<file path="src/rtl/irq_ctrl_pkg.sv">
// irq_ctrl_pkg: register word indices (PADDR[4:2]), size limits and APB request/response types
// shared by irq_ctrl and its users.
package irq_ctrl_pkg;

  localparam int IRQ_MAX = 32;
  localparam int ID_W    = 6;

  // Word index within the 32-byte window; byte offset = index * 4.
  typedef enum logic [2:0] {
    REG_PENDING = 3'd0,
    REG_ENABLE  = 3'd1,
    REG_CLAIM   = 3'd2,
    REG_GIE     = 3'd3,
    REG_EDGE    = 3'd4
  } reg_idx_e;

  typedef struct packed {
    logic [31:0] paddr;
    logic [31:0] pwdata;
    logic        pwrite;
    logic        psel;
    logic        penable;
  } apb_req_t;

  typedef struct packed {
    logic [31:0] prdata;
    logic        pready;
  } apb_rsp_t;

endpackage

</file>
<file path="src/rtl/irq_ctrl_sync.sv">
// irq_sync: two-flop synchronizer for one interrupt source plus rising-edge detect.
// The sync_d flop and edge detect are built only when IRQ_CTRL_EDGE_EN is defined.
module irq_sync (
  input  logic clk_i,
  input  logic rst_i,
  input  logic irq_i,
  output logic sync_o,
  output logic rise_o
);

  logic r_meta;
  logic r_sync;

  always_ff @(posedge clk_i or posedge rst_i) begin
    if (rst_i) begin
      r_meta <= 1'b0;
      r_sync <= 1'b0;
    end else begin
      r_meta <= irq_i;
      r_sync <= r_meta;
    end
  end

  assign sync_o = r_sync;

`ifdef IRQ_CTRL_EDGE_EN
  logic r_sync_d;

  always_ff @(posedge clk_i or posedge rst_i) begin
    if (rst_i) begin
      r_sync_d <= 1'b0;
    end else begin
      r_sync_d <= r_sync;
    end
  end

  assign rise_o = r_sync & ~r_sync_d;
`else
  assign rise_o = 1'b0;
`endif

endmodule

</file>
<file path="src/rtl/irq_ctrl.sv">
// irq_ctrl: APB interrupt controller with pending/enable/claim/global-enable registers.
// Define IRQ_CTRL_EDGE_EN to add the EDGE register and per-source edge-triggered mode.
module irq_ctrl
  import irq_ctrl_pkg::*;
#(
  parameter int N_IRQS = 10
) (
  input  logic              clk_i,
  input  logic              rst_i,
  input  logic [N_IRQS-1:0] irq_i,
  output logic              irq_o,
  input  apb_req_t          apb_bus_i,
  output apb_rsp_t          apb_bus_o
);

  logic [N_IRQS-1:0] w_sync;
  logic [N_IRQS-1:0] w_rise;
  logic [N_IRQS-1:0] w_active;
  logic [N_IRQS-1:0] w_claim_oh;
  logic [N_IRQS-1:0] w_pend_next;
  logic [N_IRQS-1:0] w_edge_rd;
  logic [N_IRQS-1:0] r_pending;
  logic [N_IRQS-1:0] r_enable;
  logic              r_gie;
  logic              r_irq;
  logic [ID_W-1:0]   w_claim_id;
  logic [2:0]        w_idx;
  logic              w_wr;
  logic              w_rd;
  logic [31:0]       w_rdata;
  logic              w_unused_bits;

  generate
    for (genvar gi = 0; gi < N_IRQS; gi++) begin : g_sync
      irq_sync u_sync (
        .clk_i  (clk_i),
        .rst_i  (rst_i),
        .irq_i  (irq_i[gi]),
        .sync_o (w_sync[gi]),
        .rise_o (w_rise[gi])
      );
    end
  endgenerate

  assign w_idx    = apb_bus_i.paddr[4:2];
  assign w_wr     = apb_bus_i.psel & apb_bus_i.penable & apb_bus_i.pwrite;
  assign w_rd     = apb_bus_i.psel & apb_bus_i.penable & ~apb_bus_i.pwrite;
  assign w_active = r_pending & r_enable;

  // Scan high-to-low so the lowest active index is the one left standing.
  always_comb begin
    w_claim_id = '0;
    w_claim_oh = '0;
    for (int i = N_IRQS - 1; i >= 0; i--) begin
      if (w_active[i]) begin
        w_claim_id    = ID_W'(i + 1);
        w_claim_oh    = '0;
        w_claim_oh[i] = 1'b1;
      end
    end
  end

`ifdef IRQ_CTRL_EDGE_EN
  logic [N_IRQS-1:0] r_edge;
  logic [N_IRQS-1:0] w_clr;

  always_ff @(posedge clk_i or posedge rst_i) begin
    if (rst_i) begin
      r_edge <= '0;
    end else if (w_wr && (w_idx == REG_EDGE)) begin
      r_edge <= apb_bus_i.pwdata[N_IRQS-1:0];
    end
  end

  assign w_clr = ((w_wr && (w_idx == REG_PENDING)) ? apb_bus_i.pwdata[N_IRQS-1:0] : '0)
               | ((w_rd && (w_idx == REG_CLAIM)) ? w_claim_oh : '0);

  // A new edge in the same cycle as a clear keeps the source pending.
  assign w_pend_next = (r_edge & ((r_pending & ~w_clr) | w_rise)) | (~r_edge & w_sync);
  assign w_edge_rd   = r_edge;
`else
  logic w_unused_edge;

  assign w_pend_next   = w_sync;
  assign w_edge_rd     = '0;
  assign w_unused_edge = ^{w_rise, w_claim_oh};
`endif

  always_ff @(posedge clk_i or posedge rst_i) begin
    if (rst_i) begin
      r_pending <= '0;
      r_enable  <= '0;
      r_gie     <= 1'b0;
      r_irq     <= 1'b0;
    end else begin
      r_pending <= w_pend_next;
      if (w_wr && (w_idx == REG_ENABLE)) begin
        r_enable <= apb_bus_i.pwdata[N_IRQS-1:0];
      end
      if (w_wr && (w_idx == REG_GIE)) begin
        r_gie <= apb_bus_i.pwdata[0];
      end
      r_irq <= r_gie & (|w_active);
    end
  end

  always_comb begin
    w_rdata = '0;
    if (w_rd && !rst_i) begin
      case (w_idx)
        REG_PENDING: w_rdata[N_IRQS-1:0] = r_pending;
        REG_ENABLE:  w_rdata[N_IRQS-1:0] = r_enable;
        REG_CLAIM:   w_rdata[ID_W-1:0]   = w_claim_id;
        REG_GIE:     w_rdata[0]          = r_gie;
        REG_EDGE:    w_rdata[N_IRQS-1:0] = w_edge_rd;
        default:     w_rdata             = '0;
      endcase
    end
  end

  assign irq_o            = r_irq;
  assign apb_bus_o.prdata = w_rdata;
  assign apb_bus_o.pready = ~rst_i;

  assign w_unused_bits = ^{apb_bus_i.paddr[31:5], apb_bus_i.paddr[1:0], apb_bus_i.pwdata};

endmodule

</file>
<file path="config.mk">
export PLATFORM = sky130hd
export DESIGN_NAME = irq_ctrl
export DESIGN_NICKNAME = d
export VERILOG_FILES = /design/src/rtl/irq_ctrl_pkg.sv /design/src/rtl/irq_ctrl_sync.sv /design/src/rtl/irq_ctrl.sv
export SDC_FILE = /design/constraint.sdc
export NUM_CORES = 1
export LEC_CHECK = 0
export ABC_AREA = 1
export CELL_PAD_IN_SITES_DETAIL_PLACEMENT = 0
export CELL_PAD_IN_SITES_GLOBAL_PLACEMENT = 1
export CORE_MARGIN = 10
export CORE_UTILIZATION = 24
export CTS_CLUSTER_DIAMETER = 80
export DETAILED_ROUTE_END_ITERATION = 10
export HOLD_SLACK_MARGIN = 0.03
export PLACE_DENSITY_LB_ADDON = 0.1
export REMOVE_ABC_BUFFERS = 1
export SYNTH_ARGS = -nofsm -noshare
export SYNTH_HDL_FRONTEND = slang
export SYNTH_HIERARCHICAL = 1
export SYNTH_SLANG_ARGS = --single-unit
</file>
<file path="constraint.sdc">
create_clock -name clk_i -period 2 [get_ports clk_i]
set_clock_uncertainty 0.2 [all_clocks]
set_input_delay 0.4 -clock clk_i [delete_from_list [all_inputs] [get_ports clk_i]]
set_output_delay 0.4 -clock clk_i [all_outputs]
set_load 0.005 [all_outputs]
</file>
==> flow_summary.yaml, run 1 <==
outcome:
  status: "finished, violations left"
  violations: "negative setup slack"
pwr:
  p_int_uw: 1460
  p_switching_uw: 543
  ir_drop_uv: 313
  swShare_pct: 27.1
  seqPwrFrac_pct: 48.6
  comb_power_share_pct: 24.5
  power.total_uw: 2010
  power.share.clock_pct: 26.9
  power_density_nw_per_um2: 711
  p_leak_uw: 0.00140
placed_design:
  port_buffers: 39
  dp_hpwl_microns: 3550
  place_area_sq_um: 2430
  dpl.cell_count: 334
  gp_congestion: 0.726
  post-place-ws_ps: -781
logic_synthesis:
  syn_area_sq_um: 1790
  synth_cells: 169
  syn_area_per_cell_sq_um: 10.6
  yosysWarnings: 6
floorplanning:
  rows: 31
  initial_core_util_pct: 24.7
  core_area_sq_um: 7250
  die_area_sq_um: 11300
  fp.dieH_microns: 106
  fp.dieW_microns: 106
  ios: 113
cells_and_area:
  antenna_cells: 0
  layout.cells.non_filler: 359
  post-route-cell-area_sq_um: 2820
  drive_gt1_share_pct: 45.0
  final_net_count: 338
  area.growth.synth_to_final_pct: 57.5
  postLayoutCoreUtil_pct: 38.9
drt:
  wl_met1_microns: 2150
  ant_nets: 0
  vias_per_cell: 3.91
  routed_wl_microns: 5000
  first_pass_iters: 4
  top_layer_used: "met4"
  drc_errors: 0
  drt_iter0_drc: 37
  num_vias: 1404
  met3_length_microns: 433
  wire_per_inst_microns: 13.9
  routed-wl-met2_microns: 2320
clocking:
  cts_made_buffers: 5
  path_clk_slew_ps: 80
  clockBufferDepth: 2
  htreeDepth: 2
  numClockSinks: 42
  worstSkewPairLatency_ps: 290
  cts_root_buffer: "clkbuf_8"
  cts_tree: "done"
critical_path:
  cp-start-kind: "flop"
  critPathBufInv: 2
  path_class: "reg2out"
  crit_slowest_cell: "dfrtp_1"
  max_stage_delay_ps: 410
  arrival_ps: 1540
  r2r_cells: 5
  crit_cells: 8
  critPathMaxFanout: 3
  crit_chain: "nand2_2 > nand2_2 > nor2_4 > buf_4 > nor2_2 > a221oi_2 > nor2_2 > buf_2"
  critPathTopFamily: "flip-flops"
  cp.required_ps: 1400
  end_kind: "primary output"
timing:
  period_share_pct: 107
  setup_viol: 4
  finalWorstSetupSlack_ps: -136
  timing.fmax_mhz: 468
  rsz0062_at_grt: "true"
  slew_viol_final: 0
  period_needed_ps: 2140
  hold_violations: 0
global_routing:
  grt_max_degree: 14
  grt_pass1_vias: 1598
  grt_pass1_wl_microns: 8250
  grt-ovfl-total: 0
  grt_util_all_layers_pct: 9.35
  antenna_found_initial: 0
job:
  drv_cap: 0
hold_path:
  hp-class: "in2async"
[per-layer routing]
metal / vias to the layer above / track usage (%)
met5: - / 0
met4: 0 / 3.77
met3: 8 / 4.29
met2: 53 / 14.7
met1: 673 / 10.8
li1: 670 / -
[placed cells by master, fill, tap and decap left out, types with 2 or more instances in the layout]
master and count:
clkbuf_8 5, buf_4 33, dlygate4sd2_1 3, nor2_1 3, conb_1 22, a21oi_1 3
mux2_4 8, a21oi_2 6, inv_1 13, nand2_1 24, nand2_2 18, nor2_4 2
nor2_2 5, a221oi_2 2, dfrtp_1 42, buf_2 10, nand2_4 2, a31oi_1 2
clkdlybuf4s50_1 22, buf_6 11, buf_12 2
[flip-flops by register name (all words and copies together), names as in the netlist]
register / count
r_enable: 10
irq_o: 1
g_sync.u_sync/sync_o: 10
r_gie: 1
g_sync.u_sync/r_meta: 10
r_pending: 10
[tightest hold or removal path, cell delays in order]
cell and delay [ps]:
clkbuf_2 100, inv_2 100, buf_12 110, buf_4 190
[worst paths after layout]
| check | startpoint | slack (ps) | end |
|---|---|---|---|
| max in group asynchronous | rst_i | 980 | g_sync[6].u_sync/sync_o$_DFF_PP0_ |
| worst max register to register | r_pending[4]$_DFF_PP0_ | 650 | irq_o$_DFF_PP0_ |
| worst min-delay path | rst_i | 40 | r_enable[9]$_DFFE_PP0P_ |
| worst max-delay path | r_pending[6]$_DFF_PP0_ | -140 | apb_bus_o[3] |
| worst min register to register | g_sync[7].u_sync/sync_o$_DFF_PP0_ | 150 | r_pending[7]$_DFF_PP0_ |
| min in group clk_i | g_sync[7].u_sync/sync_o$_DFF_PP0_ | 150 | r_pending[7]$_DFF_PP0_ |
[layout make-up]
type / instances / area (sq um)
Timing Repair Buffer: 86 / 782
Clock buffer: 6 / 72.6
Fill cell: 738 / 4430
Sequential cell: 42 / 1050
Clock inverter: 2 / 13.8
Inverter: 15 / 58.8
Tap cell: 99 / 124
Multi-Input combinational cell: 109 / 722
[repair_timing]
action / CTS / global route
pin swaps: 18 / 16
endpoints found under the setup margin: 11 / 10
gates resized for setup: 107 / 13
hold buffers: 0 / 1
setup buffers: 15 / 0
endpoints found under the hold margin: 0 / 20
gates cloned: 2 / 0
[power groups by stage]
stage | combinational (uW) | sequential, uW | clock [uW]
4_1_cts | 474 | 974 | 566
3_3_place_gp | 386 | 983 | 0
2_1_floorplan | 168 | 982 | 0
3_5_place_dp | 388 | 983 | 0
6_report | 491 | 976 | 539
5_1_grt | 550 | 986 | 606
[metrics by stage]
stage / setup TNS, ps / hold WS, ps
4_1_cts: -583 / 52.7
3_5_place_dp: -9850 / 135
2_1_floorplan: -1830 / -58.8
5_1_grt: -1150 / 68.2
3_3_place_gp: -9830 / 136
6_report: -387 / 40.2
Note: power is estimated with default switching activity, not from simulation.
==> run 2: changes to the inputs <==
- GPL_ROUTABILITY_DRIVEN: unset -> 0
==> results of run 2 <==
No change in the layout: final DEF, timing and power equal those of run 1.
==> run 3: changes to the inputs <==
- CORE_UTILIZATION: 24 -> 27
- clock period: 2 -> 2.05 ns (I/O delays scaled with it)
==> flow_summary.yaml, run 3 (synthesized netlist as in run 1, its figures left out) <==
floorplanning:
  rows: 29
  ios: 113
  core_area_sq_um: 6390
  fp.dieW_microns: 101
  initial_core_util_pct: 28.1
  die_area_sq_um: 10300
  fp.dieH_microns: 101
drt:
  vias_per_cell: 4.05
  drc_errors: 0
  drt_iter0_drc: 41
  wire_per_inst_microns: 14.1
  first_pass_iters: 4
  num_vias: 1388
  ant_nets: 0
  routed_wl_microns: 4820
cells_and_area:
  postLayoutCoreUtil_pct: 43.9
  area.growth.synth_to_final_pct: 56.2
  drive_gt1_share_pct: 43.2
  antenna_cells: 0
  fill_cells: 635
  layout_common_cells: "dfrtp_1, buf_4, nand2_1"
  final_net_count: 344
outcome:
  status: "finished, violations left"
  violations: "negative setup slack"
timing:
  period_needed_ps: 2120
  timing.fmax_mhz: 472
  rsz0062_at_grt: "true"
  finalWorstSetupSlack_ps: -67.5
  slew_viol_final: 0
  period_share_pct: 103
  hold_violations: 0
  setup_viol: 3
  holdWs_ps: 62.0
clocking:
  hold_buffers: 0
  worstSkewPairLatency_ps: 290
  htreeDepth: 2
  cts_tree: "done"
  cts_made_buffers: 5
  clockBufferDepth: 2
  path_clk_slew_ps: 80
  numClockSinks: 42
  cts_root_buffer: "clkbuf_8"
global_routing:
  grt_max_degree: 13
  grt_pass1_wl_microns: 7780
  antenna_found_initial: 0
  grt-ovfl-total: 0
  grt_pass1_vias: 1526
  grt_util_all_layers_pct: 9.60
critical_path:
  cp.required_ps: 1440
  cp-start-kind: "flop"
  regToRegStartpoint: "r_pending[7]$_DFF_PP0_"
  critPathLaunch: "r_enable[5]$_DFFE_PP0P_"
  arrival_ps: 1510
  critPathMaxFanout: 3
  end_kind: "primary output"
  path_class: "reg2out"
pwr:
  p_leak_uw: 0.00142
  power_density_nw_per_um2: 736
  ir_drop_uv: 406
hold_path:
  hp-class: "in2async"
job:
  drv_cap: 0
placed_design:
  port_buffers: 39
  dp_hpwl_microns: 3480
-- run 3: cell types whose count changed in the layout (fill, tap and decap cells not counted), moves of 2 or more --
cell,previous run,this run
nor2_1,3,5
nand2_2,18,15
buf_4,33,42
nor2_2,5,3
buf_6,11,9
nand2_1,24,29
nand2_4,2,0
-- run 3: metal layers --
| metal | wire [microns] | up-vias | track usage, % |
|---|---|---|---|
| li1 | - | 680 | - |
| met1 | 2170 | 648 | 12.3 |
| met2 | 2180 | 55 | 14.7 |
| met3 | 435 | 5 | 3.47 |
| met4 | 34 | 0 | 3.00 |
| met5 | 0 | - | 0 |
-- run 3: where the power goes --
| part | internal [uW] | switching [uW] |
|---|---|---|
| clock | 364 | 268 |
| sequential | 907 | 43.0 |
| combinational | 289 | 192 |
-- run 3: path summary, 6_finish.rpt --
check,depth (start not counted),slack [ps],end
max in group asynchronous,5,1240,r_pending[2]$_DFF_PP0_
min in group clk_i,0,150,r_pending[8]$_DFF_PP0_
min,3,60,g_sync[5].u_sync/sync_o$_DFF_PP0_
max,8,-70,apb_bus_o[3]
max reg2reg,6,660,irq_o$_DFF_PP0_
min reg2reg,0,150,r_pending[8]$_DFF_PP0_
-- run 3: cell type report --
class,instances,area (sq um),area share (%)
flip-flops and latches,42,1050,37.5
inverters,15,58.8,2.10
repair buffers,92,815,29.1
clock inverters,1,30.0,1.07
multi-input cells,109,674,24.1
well taps,77,96.3,3.44
clock buffers,7,76.3,2.72
-- run 3: worst max-delay path, cell delays in order, from the launching register on --
cell      delay, ps
dfrtp_1         400
nand2_2         100
nand2_2          90
nor2_4          120
buf_4           110
nor2_2           40
a221oi_2        190
nor2_2           50
buf_2           120
-- run 3: through the flow --
stage | setup WS [ps] | std cells | area (sq um) | setup TNS, ps | power [uW]
floorplan | -187 | 166 | 1680 | -1530 | 1120
global placement | -704 | 313 | 2410 | -8860 | 1340
detailed placement | -724 | 313 | 2410 | -9340 | 1350
CTS | -85.4 | 336 | 2720 | -179 | 2060
global route | -226 | 343 | 2800 | -727 | 2180
finish | -67.5 | 343 | 2800 | -196 | 2060
-- run 3: timing repair --
action                                  4_1_cts  5_1_grt
setup buffers                                14        7
resized for setup                            94       10
pin swaps                                    10       10
cloned                                        2        0
endpoints found under the setup margin       11       10
hold endpoints to repair                      0        0
==> RTL change 1, RTL diff (config.mk and constraints of run 3) <==
Remove the register `r_irq`: a continuous assignment takes its place, so the output `irq_o` follows one clock earlier.
--- a/src/rtl/irq_ctrl.sv
+++ b/src/rtl/irq_ctrl.sv
@@ -91,7 +91,6 @@
       r_pending <= '0;
       r_enable  <= '0;
       r_gie     <= 1'b0;
-      r_irq     <= 1'b0;
     end else begin
       r_pending <= w_pend_next;
       if (w_wr && (w_idx == REG_ENABLE)) begin
@@ -100,9 +99,10 @@
       if (w_wr && (w_idx == REG_GIE)) begin
         r_gie <= apb_bus_i.pwdata[0];
       end
-      r_irq <= r_gie & (|w_active);
     end
   end
+
+  assign r_irq = r_gie & (|w_active);
 
   always_comb begin
     w_rdata = '0;
Function: changed (a bounded check fails within 4 cycles, from zero or initial values and one cycle with rst_i high).
==> RTL change 1 against run 3 <==
  * The flow still finishes with violations (setup timing)
  * Area after synthesis decreased by 1.4%
  * Sequential power decreased by 2.5%
  * Sequential cell count decreased by 1
  * Via count decreased by 4.0%
  * Wire length decreased by 2.1%
  * First-iteration DRC count increased by 63%
  * Core utilization decreased by 1.8 points
  * Critical path depth increased by 4
  * Setup slack improved by 0.035 ns
  * Cell area decreased by 4.7%
  * Total power decreased by 8.2%
  * Maximum frequency increased by 1.7%
  * Largest cell class unchanged
  * Largest power group unchanged
==> RTL change 1: results (changes against run 3) <==
- Outcome: complete, but fails checks (unchanged).
- The global-route wire length before repair was 7600 um (was 7780 um).
- The final setup violation count is 3 (unchanged).
- The TritonCTS buffer count came to 5 (unchanged).
- The path type of the worst min-delay path is primary input to asynchronous set/reset pin (unchanged).
- The register-to-register path setup slack came to 0.73 ns (was 0.66 ns).
- The net total in the final layout is 330 (was 344).
- The number of inserted filler cells in the final layout is 616 (was 635).
- The clock root buffer master was sky130_fd_sc_hd__clkbuf_8 (unchanged).
- The number of maximum-capacitance constraint violations is 0 (unchanged).
- The detailed-route wire length is 4720 um (was 4820 um).
- The arrival time at the worst endpoint is 1.47 ns (was 1.51 ns).
- The total congestion overflow is 0 (unchanged).
- The worst supply voltage drop on vdd is 0.000359 V (was 0.000406 V).
- The global-route usage over all layers is 9.61% (was 9.60%).
- Violations in the final reports: setup timing (unchanged).
- The maximum clock path buffer count is 2 (unchanged).
- The total cell area at the placement stage came to 2360 um^2 (was 2410 um^2).
- The initial detailed-routing violation count is 67 (was 41).
- The routed via count is 1332 (was 1388).
- The count of inserted antenna diode cells came to 0 (unchanged).
- The total number of yosys warnings came to 6 (unchanged).
- The CTS H-tree depth is 2 (unchanged).
- The clock transition at the registers of the reported paths came to 0.08 ns (about the same).
- The share of layout cells above drive strength 1 is 42.1% (was 43.2%).
- The leakage dissipation is 1.33 nW (was 1.42 nW).
- The detailed placer's ending HPWL was 3310 um (was 3480 um).
- The number of antenna violations at the first check in global routing is 0 (unchanged).
- The via count of the first global-routing pass is 1490 (was 1526).
- The final setup slack of the worst path is -0.0322 ns (was -0.0675 ns).
- The pin count of the biggest net entering global routing came to 14 (was 13).
- The post-placement worst setup slack is -0.734 ns (was -0.724 ns).
- The clock latency on the worst-skew pair is 0.29 ns (about the same).
- The family of cells with the greatest summed delay on the critical path is simple AND/OR/NAND/NOR gates (was flip-flops).
RTL change 1: cell count changes in the layout (fill, tap and decap cells not counted), moves of 2 or more:
| cell | run 3 | this run |
|---|---|---|
| sky130_fd_sc_hd__buf_2 | 11 | 14 |
| sky130_fd_sc_hd__buf_6 | 9 | 4 |
| sky130_fd_sc_hd__buf_4 | 42 | 33 |
| sky130_fd_sc_hd__clkinvlp_4 | 0 | 2 |
RTL change 1: metrics by stage:
| step | hold slack (ns) | util, % | total power [mW] | setup TNS, ns | instances |
|---|---|---|---|---|---|
| floorplan | -0.0488 | - | 1.09 | -1.26 | 165 |
| global placement | 0.136 | 37.1 | 1.29 | -9.65 | 308 |
| detailed placement | 0.135 | 37.1 | 1.29 | -9.90 | 308 |
| CTS | 0.116 | 40.8 | 1.88 | -0.206 | 325 |
| global route | 0.0850 | 42.0 | 2.01 | -0.606 | 329 |
| finish | 0.0655 | 42.0 | 1.89 | -0.0343 | 329 |
RTL change 1: final cells by class:
class,instances,area (um^2),share of cell area (%)
Clock buffer,6,72.6,2.72
Timing Repair Buffer,79,681,25.5
Clock inverter,2,15.0,0.563
Tap cell,77,96.3,3.61
Sequential cell,41,1030,38.4
Inverter,15,58.8,2.20
Multi-Input combinational cell,109,719,27.0
RTL change 1: final timing paths:
check	from	endpoint	depth (start not counted)
max in group asynchronous	rst_i	r_enable[8]	5
min reg2reg	g_sync[7].u_sync/r_meta	g_sync[7].u_sync/sync_o	0
max reg2reg	r_enable[4]	r_enable[4]	4
max	r_enable[7]	apb_bus_o[1]	12
min	rst_i	g_sync[6].u_sync/r_meta	3
min in group clk_i	g_sync[7].u_sync/r_meta	g_sync[7].u_sync/sync_o	0
RTL change 1: report_power, final:
part / total [mW] / internal [mW] / switching [mW]
Clock: 0.515 / 0.240 / 0.276
Combinational: 0.452 / 0.254 / 0.198
Sequential: 0.926 / 0.881 / 0.0453
RTL change 1: layer usage:
layer | global-route usage, % | vias up | wire, um | part of all wire (%)
li1 | - | 653 | - | -
met1 | 11.5 | 627 | 2020 | 43
met2 | 15.2 | 46 | 2270 | 48
met3 | 3.70 | 6 | 373 | 7.9
met4 | 3.54 | 0 | 61 | 1.3
met5 | 0 | - | 0 | 0
RTL change 1: what timing repair did:
action	CTS	global route
resized for setup	95	17
buffers inserted	6	4
pin swaps	12	9
setup endpoints to repair	12	11
cloned	3	0
==> RTL change 2, RTL diff (config.mk and constraints of run 3) <==
Without the edit above. Set the parameter `N_IRQS` to 5 (it was 10).
--- a/src/rtl/irq_ctrl.sv
+++ b/src/rtl/irq_ctrl.sv
@@ -3,7 +3,7 @@
 module irq_ctrl
   import irq_ctrl_pkg::*;
 #(
-  parameter int N_IRQS = 10
+  parameter int N_IRQS = 5
 ) (
   input  logic              clk_i,
   input  logic              rst_i,
Ports: changed (resized irq_i); port bits go from 113 to 108. The function was not compared with the original's and may differ.
==> RTL change 2 against run 3 <==
  * Largest cell class unchanged
  * Sequential cell count decreased by 20
  * Critical endpoint is now apb_bus_o[5]
  * Total power decreased by 48%
  * Wire length decreased by 47%
  * Largest power group unchanged
  * Via count decreased by 38%
  * Cell area decreased by 46%
  * Area after synthesis decreased by 39%
  * Setup slack improved by 0.13 ns
==> RTL change 2: results (changes against run 3) <==
- Outcome: completed (was complete, but fails checks).
- The leakage dissipation is 0.829 nW (was 1.42 nW).
- The cell type of the slowest stage on the worst timing path is sky130_fd_sc_hd__nor3_4 (was sky130_fd_sc_hd__dfrtp_1).
- The detailed-route vias per instance is 3.80 (was 4.05).
- The share of layout cells above drive strength 1 is 25.7% (was 43.2%).
- The register-to-register path setup slack is 0.84 ns (was 0.66 ns).
- The global-route usage over all layers is 7.56% (was 9.60%).
- The average wire length per cell after detail routing is 11.3 um (was 14.1 um).
- The count of input and output buffers came to 24 (was 39).
- The initial detailed-routing violation count is 22 (was 41).
- The worst-case hold slack is 0.0941 ns (was 0.0620 ns).
- The power spent charging and discharging nets is 0.248 mW (was 0.503 mW).
- The net total in the final layout was 250 (was 344).
- The worst supply voltage drop on vdd was 0.000376 V (was 0.000406 V).
- The number of cells on the worst reg-to-reg path is 4 (was 6).
- The total number of yosys warnings is 6 (unchanged).
- The clock root buffer master is sky130_fd_sc_hd__clkbuf_8 (unchanged).
- The detailed placer's ending HPWL is 2140 um (was 3480 um).
- The post-placement worst setup slack is -0.650 ns (was -0.724 ns).
- The origin of the critical flop-to-flop path is r_pending[1] (was r_pending[7]).
- The clock latency on the worst-skew pair is 0.26 ns (was 0.29 ns).
- The number of detailed-route iterations in the first pass came to 4 (unchanged).
- The TritonCTS buffer count is 3 (was 5).
- The longest individual stage delay on the worst path is 0.23 ns (was 0.40 ns).
- The clock transition at the registers of the reported paths is 0.08 ns (about the same).
- The path type of the worst min-delay path is primary input to asynchronous set/reset pin (unchanged).
- The maximum fanout count along the critical path came to 4 (was 3).
- The pin count of the biggest net entering global routing is 14 (was 13).
- The maximum clock path buffer count is 2 (unchanged).
- The power in sequential cells came to 0.499 mW (was 0.950 mW).
- The total power draw was 1.08 mW (was 2.06 mW).
- The startpoint of the most critical setup path is apb_bus_i[38] (was r_enable[5]).
- The power in combinational cells is 0.193 mW (was 0.481 mW).
- The global-route wire length before repair was 4430 um (was 7780 um).
- The final cycle utilization of the critical path is 97.1% (was 103%).
- The count of inserted antenna diode cells was 0 (unchanged).
- The number of antenna violations at the first check in global routing was 0 (unchanged).
- The end of the worst register-to-register path is irq_o (unchanged).
- The category of the most critical setup path was primary input to output port (was register to output port).
- The via count of the first global-routing pass is 873 (was 1526).
- The arrival time at the worst endpoint is 1.38 ns (was 1.51 ns).
- The CTS H-tree depth is 1 (was 2).
- The capture point of the worst path was apb_bus_o[5] (was apb_bus_o[3]).
- The total cell area at the placement stage was 1370 um^2 (was 2410 um^2).
-- RTL change 2: changes by cell type in the layout (fill, tap and decap cells not counted), sizes merged, moves of 5 or more --
cell	delta
buf	-39
mux2	-9
dfrtp	-20
conb	+5
clkdlybuf4s50	-10
nand2	-9
-- RTL change 2: cell type report --
cell class,instances,area [um^2]
fillers,421,2450
flip-flops and latches,22,551
multi-input cells,89,413
repair buffers,44,368
well taps,50,62.6
inverters,16,60.1
clock buffers,3,41.3
clock inverters,1,30.0
-- RTL change 2: stage by stage --
step           TNS (ns)  cells
6_report              0    225
3_5_place_dp      -3.35    212
4_1_cts          -0.135    224
2_1_floorplan         0    127
3_3_place_gp      -3.29    212
5_1_grt               0    225
-- RTL change 2: worst max-delay path: cells and delay by family --
kind | cells | cell delay (ns)
AOI/OAI and AO/OA | 1 | 0.12
and+or+nand+nor | 2 | 0.28
buffers and inverters | 4 | 0.58
-- RTL change 2: routing by layer --
metal  vias up  wire [um]  track usage, %
met5         -          0               0
met4         0         14            2.74
met3         2        152            2.64
met2        26       1330            12.7
met1       397       1060            8.61
li1        430          -               -
-- RTL change 2: worst min path at each step --
stage | from | to | cells past startpoint
after CTS | rst_i | g_sync[2].u_sync/r_meta | 3
after global placement | g_sync[0].u_sync/sync_o | r_pending[0] | 0
after global routing | rst_i | g_sync[2].u_sync/sync_o | 3
after floorplan | rst_i | g_sync[0].u_sync/r_meta | 1
final | rst_i | g_sync[2].u_sync/r_meta | 3
after detailed placement | g_sync[1].u_sync/sync_o | r_pending[1] | 0
-- RTL change 2: what timing repair did --
item                                    4_1_cts  5_1_grt
pin swaps                                     3        4
resized for setup                            36       10
endpoints found under the setup margin        6        5
buffers inserted                              8        1
